[src/rtl/ball_pkg.sv]
// Shared types and screen limits for the ball block and its observers.
package ball_pkg;

  localparam int unsigned COORD_W = 10;
  localparam int unsigned EDGE_W  = 11;

  localparam int unsigned SCR_X_MIN = 0;
  localparam int unsigned SCR_X_MAX = 639;
  localparam int unsigned SCR_Y_MIN = 0;
  localparam int unsigned SCR_Y_MAX = 479;

  localparam int unsigned DEF_MAX_STEP     = 4;
  localparam int unsigned DEF_STALL_FRAMES = 60;
  localparam int unsigned DEF_CNT_W        = 16;

  typedef enum logic [1:0] {
    DIR_UNK   = 2'd0,
    DIR_STILL = 2'd1,
    DIR_POS   = 2'd2,
    DIR_NEG   = 2'd3
  } dir_t;

  // Magnitude of a signed 10-bit delta; -512 maps to 512, which still fits unsigned.
  function automatic logic [COORD_W-1:0] abs10(input logic [COORD_W-1:0] v);
    logic [COORD_W-1:0] neg;
    neg   = (~v) + COORD_W'(1);
    abs10 = v[COORD_W-1] ? neg : v;
  endfunction

endpackage

[src/rtl/axis_tracker.sv]
// One axis of the ball motion monitor: previous sample, delta, jump check,
// direction FSM with bounce pulse, and limit-contact flag.
module axis_tracker
  import ball_pkg::*;
#(
  parameter int unsigned MIN      = SCR_X_MIN,
  parameter int unsigned MAX      = SCR_X_MAX,
  parameter int unsigned MAX_STEP = DEF_MAX_STEP
) (
  input  logic               clk_i,
  input  logic               rst_i,
  input  logic               arm_i,
  input  logic [COORD_W-1:0] pos_i,
  input  logic [COORD_W-1:0] size_i,
  output logic [COORD_W-1:0] delta_o,
  output dir_t               dir_o,
  output logic               bounce_o,
  output logic               edge_o,
  output logic               jump_c_o,
  output logic               still_c_o
);

  logic [COORD_W-1:0] prev_q;
  logic [COORD_W-1:0] delta_q;
  logic [COORD_W-1:0] delta_d;
  logic [COORD_W-1:0] mag;
  dir_t               dir_q;
  dir_t               dir_d;
  logic               bounce_q;
  logic               edge_q;
  logic               edge_d;
  logic [EDGE_W-1:0]  far_sum;
  logic [EDGE_W-1:0]  near_lim;

  // Raw delta (mod 2^10), its magnitude, and the direction it points to.
  always_comb begin
    delta_d   = pos_i - prev_q;
    mag       = abs10(delta_d);
    jump_c_o  = arm_i && (mag > COORD_W'(MAX_STEP));
    still_c_o = (delta_d == '0);
    dir_d     = DIR_STILL;
    if (delta_d != '0) begin
      dir_d = delta_d[COORD_W-1] ? DIR_NEG : DIR_POS;
    end
  end

  // Limit contact at 11 bits so neither sum can wrap.
  always_comb begin
    far_sum  = EDGE_W'(pos_i) + EDGE_W'(size_i);
    near_lim = EDGE_W'(MIN) + EDGE_W'(size_i);
    edge_d   = (far_sum >= EDGE_W'(MAX)) || (EDGE_W'(pos_i) <= near_lim);
  end

  // Direction FSM plus prev/delta/edge registers; a jump frame freezes the FSM.
  always_ff @(posedge clk_i or posedge rst_i) begin
    if (rst_i) begin
      prev_q   <= '0;
      delta_q  <= '0;
      dir_q    <= DIR_UNK;
      bounce_q <= 1'b0;
      edge_q   <= 1'b0;
    end else begin
      prev_q   <= pos_i;
      edge_q   <= edge_d;
      bounce_q <= 1'b0;
      if (arm_i) begin
        delta_q <= delta_d;
        if (!jump_c_o) begin
          dir_q <= dir_d;
          case (dir_q)
            DIR_POS: bounce_q <= (dir_d == DIR_NEG);
            DIR_NEG: bounce_q <= (dir_d == DIR_POS);
            default: bounce_q <= 1'b0;
          endcase
        end
      end
    end
  end

  assign delta_o  = delta_q;
  assign dir_o    = dir_q;
  assign bounce_o = bounce_q;
  assign edge_o   = edge_q;

endmodule

[src/rtl/ball_motion_monitor.sv]
// Frame-rate observer of the ball position bus: deltas, directions,
// bounces, edge contact, stall and illegal-jump detection.
module ball_motion_monitor
  import ball_pkg::*;
#(
  parameter int unsigned X_MIN        = SCR_X_MIN,
  parameter int unsigned X_MAX        = SCR_X_MAX,
  parameter int unsigned Y_MIN        = SCR_Y_MIN,
  parameter int unsigned Y_MAX        = SCR_Y_MAX,
  parameter int unsigned MAX_STEP     = DEF_MAX_STEP,
  parameter int unsigned STALL_FRAMES = DEF_STALL_FRAMES,
  parameter int unsigned CNT_W        = DEF_CNT_W
) (
  input  logic               Reset,
  input  logic               frame_clk,
  input  logic [COORD_W-1:0] BallX,
  input  logic [COORD_W-1:0] BallY,
  input  logic [COORD_W-1:0] BallS,
  output logic [COORD_W-1:0] dx,
  output logic [COORD_W-1:0] dy,
  output dir_t               dir_x,
  output dir_t               dir_y,
  output logic               bounce_x,
  output logic               bounce_y,
  output logic [CNT_W-1:0]   bounce_count,
  output logic               edge_x,
  output logic               edge_y,
  output logic               stall,
  output logic               jump_err,
  output logic               valid
);

  localparam int unsigned STALL_W = $clog2(STALL_FRAMES + 1);
  localparam int unsigned SUM_W   = CNT_W + 1;

  logic               armed_q;
  logic               valid_q;
  logic               jump_err_q;
  logic               jump_x_c;
  logic               jump_y_c;
  logic               still_x_c;
  logic               still_y_c;
  logic [CNT_W-1:0]   cnt_q;
  logic [CNT_W-1:0]   cnt_d;
  logic [SUM_W-1:0]   cnt_sum;
  logic [STALL_W-1:0] stall_cnt_q;
  logic [STALL_W-1:0] stall_cnt_d;
  logic               stall_q;

  axis_tracker #(
    .MIN      (X_MIN),
    .MAX      (X_MAX),
    .MAX_STEP (MAX_STEP)
  ) u_axis_x (
    .clk_i     (frame_clk),
    .rst_i     (Reset),
    .arm_i     (armed_q),
    .pos_i     (BallX),
    .size_i    (BallS),
    .delta_o   (dx),
    .dir_o     (dir_x),
    .bounce_o  (bounce_x),
    .edge_o    (edge_x),
    .jump_c_o  (jump_x_c),
    .still_c_o (still_x_c)
  );

  axis_tracker #(
    .MIN      (Y_MIN),
    .MAX      (Y_MAX),
    .MAX_STEP (MAX_STEP)
  ) u_axis_y (
    .clk_i     (frame_clk),
    .rst_i     (Reset),
    .arm_i     (armed_q),
    .pos_i     (BallY),
    .size_i    (BallS),
    .delta_o   (dy),
    .dir_o     (dir_y),
    .bounce_o  (bounce_y),
    .edge_o    (edge_y),
    .jump_c_o  (jump_y_c),
    .still_c_o (still_y_c)
  );

  // Saturating reversal total; a double reversal adds two at once.
  always_comb begin
    cnt_sum = SUM_W'(cnt_q) + SUM_W'(bounce_x) + SUM_W'(bounce_y);
    cnt_d   = cnt_sum[SUM_W-1] ? {CNT_W{1'b1}} : cnt_sum[CNT_W-1:0];
  end

  // Zero-motion frame counter, saturating, cleared by any movement.
  always_comb begin
    stall_cnt_d = stall_cnt_q;
    if (valid_q) begin
      if (still_x_c && still_y_c) begin
        if (stall_cnt_q != STALL_W'(STALL_FRAMES)) begin
          stall_cnt_d = stall_cnt_q + STALL_W'(1);
        end
      end else begin
        stall_cnt_d = '0;
      end
    end
  end

  // First edge only arms the trackers; valid follows one frame later.
  always_ff @(posedge frame_clk or posedge Reset) begin
    if (Reset) begin
      armed_q     <= 1'b0;
      valid_q     <= 1'b0;
      jump_err_q  <= 1'b0;
      cnt_q       <= '0;
      stall_cnt_q <= '0;
      stall_q     <= 1'b0;
    end else begin
      armed_q     <= 1'b1;
      valid_q     <= armed_q;
      jump_err_q  <= jump_err_q | jump_x_c | jump_y_c;
      cnt_q       <= cnt_d;
      stall_cnt_q <= stall_cnt_d;
      stall_q     <= (stall_cnt_d == STALL_W'(STALL_FRAMES));
    end
  end

  assign valid        = valid_q;
  assign jump_err     = jump_err_q;
  assign bounce_count = cnt_q;
  assign stall        = stall_q;

endmodule

[config.mk]
export PLATFORM = sky130hd
export DESIGN_NAME = ball_motion_monitor
export DESIGN_NICKNAME = d
export VERILOG_FILES = /design/src/rtl/ball_pkg.sv /design/src/rtl/axis_tracker.sv /design/src/rtl/ball_motion_monitor.sv
export SDC_FILE = /design/constraint.sdc
export NUM_CORES = 1
export LEC_CHECK = 0
export CAP_MARGIN = 15
export CORE_ASPECT_RATIO = 1.1
export CORE_MARGIN = 2
export CORE_UTILIZATION = 50
export CTS_CLUSTER_DIAMETER = 200
export DETAILED_ROUTE_END_ITERATION = 8
export PLACE_DENSITY = 0.79
export SETUP_SLACK_MARGIN = 0.02
export SYNTH_ARGS = -nofsm -noshare
export SYNTH_HDL_FRONTEND = slang
export SYNTH_SLANG_ARGS = --single-unit
[constraint.sdc]
create_clock -name frame_clk -period 3.3 [get_ports frame_clk]
set_clock_uncertainty 0.1 [all_clocks]
set_input_delay 0.99 -clock frame_clk [delete_from_list [all_inputs] [get_ports frame_clk]]
set_output_delay 0.99 -clock frame_clk [all_outputs]
set_load 0.03 [all_outputs]
==> impl_results.md <==
* Run status: complete, but fails checks
* Violations in the final reports: setup timing
* Final design area excluding fillers at ~8600 um2
* Clock tree sinks at between 70 and 80
* Net switching power of the design at 0.00131 W
* Unrepaired setup endpoints after global routing: true
* Highest-count cells in the layout ignoring fill and taps: 156 x sky130_fd_sc_hd__buf_4, 74 x sky130_fd_sc_hd__dfrtp_1, 59 x sky130_fd_sc_hd__clkdlybuf4s50_1
* Pin count of the biggest net entering global routing at 33
* Endpoint kind of the worst setup timing path: register
* Internal power contribution at approximately 0.0024 W
* Wire length after detailed routing at approximately 18 mm
* Post-route total power at roughly 0.0037 W
* Period Utilization, post-route at 1.16
* Per-instance average area after synthesis at between 9 and 10 um2
* Critical path, cell by cell: buf_12 > inv_12 > ha_4 > inv_2 > fa_2 > a21o_1 > a21oi_2 > xor2_2 > nand4_1 > or3_4 > or4_4 > a41o_1 > a21oi_2 > and3_1
* Input/output buffers at between 70 and 80
* Residual antenna-violating net count after detailed routing at 0
* Net count after synthesis at ~700
* Start point of the critical path: BallY[0]
* Maximum operating frequency at between 200 and 300 MHz
* Share of layout cells above drive strength 1 at 0.354
* Maxcap violations at 0
* Insertion delay of the later-clocked pin in the worst-skew pair at 340 ps
* Count of state elements after synthesis at between 70 and 80
* Clock tree from TritonCTS: yes
* Reported leakage power at ~4.0 nW
* Die footprint at 12,000 um2
* Die span in x at 105 um
* Number of clock buffers inserted by TritonCTS at 9
* Number of DRC violations after detailed routing at 0
* Largest voltage drop on the vdd net at approximately 0.00028 V
* Number of flops mapped to enable cells by yosys at 0
* DR vias at around 5,600
* Sequential share of the synthesized area at 0.333
* Peak fanout along the critical path at 3
* Final critical-path setup slack at -531 ps
* Ys flop type: sky130_fd_sc_hd__dfrtp_1
* Clock transition at the registers of the reported paths at approximately 60 ps
* Final count of negative-setup-slack endpoints at 14
* Most frequent cell on the critical path: sky130_fd_sc_hd__a21oi_2
* Power per cell area at 426 nW/um2
* Library cells used by synthesis at 74
* Placeable core region at between 10,000 and 15,000 um2
* Launching point of the worst reg2reg path: u_axis_y.prev_q[0]
* Number of detailed-route iterations in the first pass at 4
* Critical path's largest stage delay at between 500 and 600 ps
* Number of top-level pins at 79
* Number of hold-slack violations in the final timing report at 0
* Net switching share of the total power at 0.358
* Global-route wire length before repair at around 27 mm
* H-tree level count at 3
* Final Core Density at 0.792
* Initial antenna violation count at 0
* Gate count after technology mapping at 594
* Worst max-slew margin expressed relative to the limit at 0.658
* Effective utilization at floorplan at 0.512
* Placer congestion estimate at approximately 0.9
* Clock root buffer: sky130_fd_sc_hd__clkbuf_16
* Antenna Diode Count at 0
* Height of the die at between 100 and 150 um
* Worst hold path startpoint: u_axis_y.delta_o[4]
* Hold Path Class: reg2reg
* Number of nets in the finished design at just over 900
* Crit path arrival time at roughly 4000 ps
* Initial DRC Count at ~420
* Most common cell after layout, fill and taps aside: sky130_fd_sc_hd__buf_4
* Pre-CTS setup slack at -1360 ps
* Netlist area before placement at about 5600 um2
* Total global routing overflow at 0
* Critical Path Source Type: primary input
* Clock Tree Buf Depth at 2
* Relative contribution of combinational cells to total power at 0.449
* Detail-routed via count per cell at 5.72
* P&R area growth vs syn at 54.8%
* Minimum period implied by the final worst setup slack at between 3000 and 4000 ps
* Via count of the first global-routing pass at around 5,800
* HPWL after detailed placement at between 10 and 15 mm
* Count of standard-cell rows at 40
* Post-DR wirelength/cell at around 18 um
* Sequential Power Share at 0.294
* Cell Area, Placed at between 7000 and 8000 um2
* Share of synthesized flip-flops with an asynchronous set or reset at 1.00
* Data required time at the worst endpoint at between 3000 and 4000 ps
* Cell with the biggest individual delay on the critical path: sky130_fd_sc_hd__or4_4
* Global-route usage over all layers at 0.287
* Number of warning messages in the yosys log at 0
* Clock network fraction of design power at 0.257
* Critical path type: in2reg
* Transition time of the tightest slew-check pin at about 510 ps
* Final count of pins violating max slew at 0
* Min Hold Slack at around 400 ps
-- timing repair --
action                                  in CTS  in global routing
buffers inserted                            20                 12
pin swaps                                   43                 35
hold buffers                                 0                  0
endpoints found under the setup margin      17                 16
resized for setup                           87                 50
-- critical path, delay by kind of cell --
| kind | cells | cell delay (ps) |
|---|---|---|
| adders and majority gates | 2 | 460 |
| xor gates and xnor gates | 1 | 240 |
| buffers and inverters | 3 | 180 |
| AOI/OAI and AO/OA | 4 | 790 |
| and+or+nand+nor | 4 | 1310 |
-- power groups by stage --
stage | clock network (W) | registers, W | logic, W
after global routing | 0.00100 | 0.00109 | 0.00174
after floorplan | 0 | 0.00123 | 0.000593
after CTS | 0.000940 | 0.00107 | 0.00150
after detailed placement | 0 | 0.00108 | 0.00135
after global placement | 0 | 0.00108 | 0.00130
final | 0.000942 | 0.00108 | 0.00165
-- layer usage --
| layer | routed length, um | global-route usage |
|---|---|---|
| met5 | 0 | 0 |
| met4 | 739 | 0.132 |
| met3 | 870 | 0.0546 |
| met2 | 9160 | 0.539 |
| met1 | 6900 | 0.313 |
-- cell families after synthesis --
group	count (synthesis)	synth area share
XOR/XNOR	37	0.0610
AO/OA/AOI/OAI	163	0.206
adder cells (fa/ha/maj)	68	0.160
flip-flops	74	0.333
buffers and inverters	65	0.0470
AND/OR/NAND/NOR	166	0.153
other	1	0.000675
multiplexers	20	0.0394
-- flip-flops by register name, summed over array words and instances (netlist names) --
name / count
u_axis_x.delta_o: 10
u_axis_x.edge_o: 1
u_axis_y.prev_q: 10
jump_err: 1
stall_cnt_q: 6
u_axis_x.prev_q: 10
armed_q: 1
u_axis_y.bounce_o: 1
stall: 1
u_axis_y.delta_o: 10
u_axis_y.dir_o: 2
u_axis_y.edge_o: 1
valid: 1
u_axis_x.bounce_o: 1
bounce_count: 16
u_axis_x.dir_o: 2
-- synthesized netlist by cell type (all sizes together) (9+ instances only) --
| library cell | number | area (um2) |
|---|---|---|
| nand3 | 10 | 50.1 |
| nor3 | 9 | 45.0 |
| inv | 50 | 188 |
| xnor2 | 23 | 209 |
| nor2 | 36 | 135 |
| ha | 63 | 788 |
| xor2 | 14 | 130 |
| nand4 | 14 | 87.6 |
| nand2 | 39 | 146 |
| nor2b | 12 | 75.1 |
| dfrtp | 74 | 1850 |
| a21oi | 51 | 267 |
| buf | 9 | 50.0 |
| mux2 | 15 | 169 |
| o21ai | 24 | 120 |
| and3 | 13 | 81.3 |
-- final cells by class --
type	count	area (um2)
clock buffers	12	256
clock inverters	4	26.3
fillers	668	2260
inverters	50	213
multi-input cells	455	4060
flip-flops and latches	74	1850
well taps	147	184
repair buffers	240	2020
-- worst paths after layout --
kind	endpoint	slack (ps)	cells after the start
min in group asynchronous	bounce_count[2]	860	2
max in group asynchronous	u_axis_x.delta_o[5]	1690	3
max	stall	-530	14
min reg2reg	u_axis_y.delta_o[4]	410	2
min	u_axis_y.delta_o[4]	410	2
max reg2reg	stall	-120	12
-- per-stage QoR --
stage / TNS (ps) / std cells
floorplan: -4450 / 594
global placement: -17120 / 939
detailed placement: -18790 / 939
CTS: -6050 / 973
global route: -7450 / 982
finish: -5920 / 982
(Power assumes the default switching activity.)
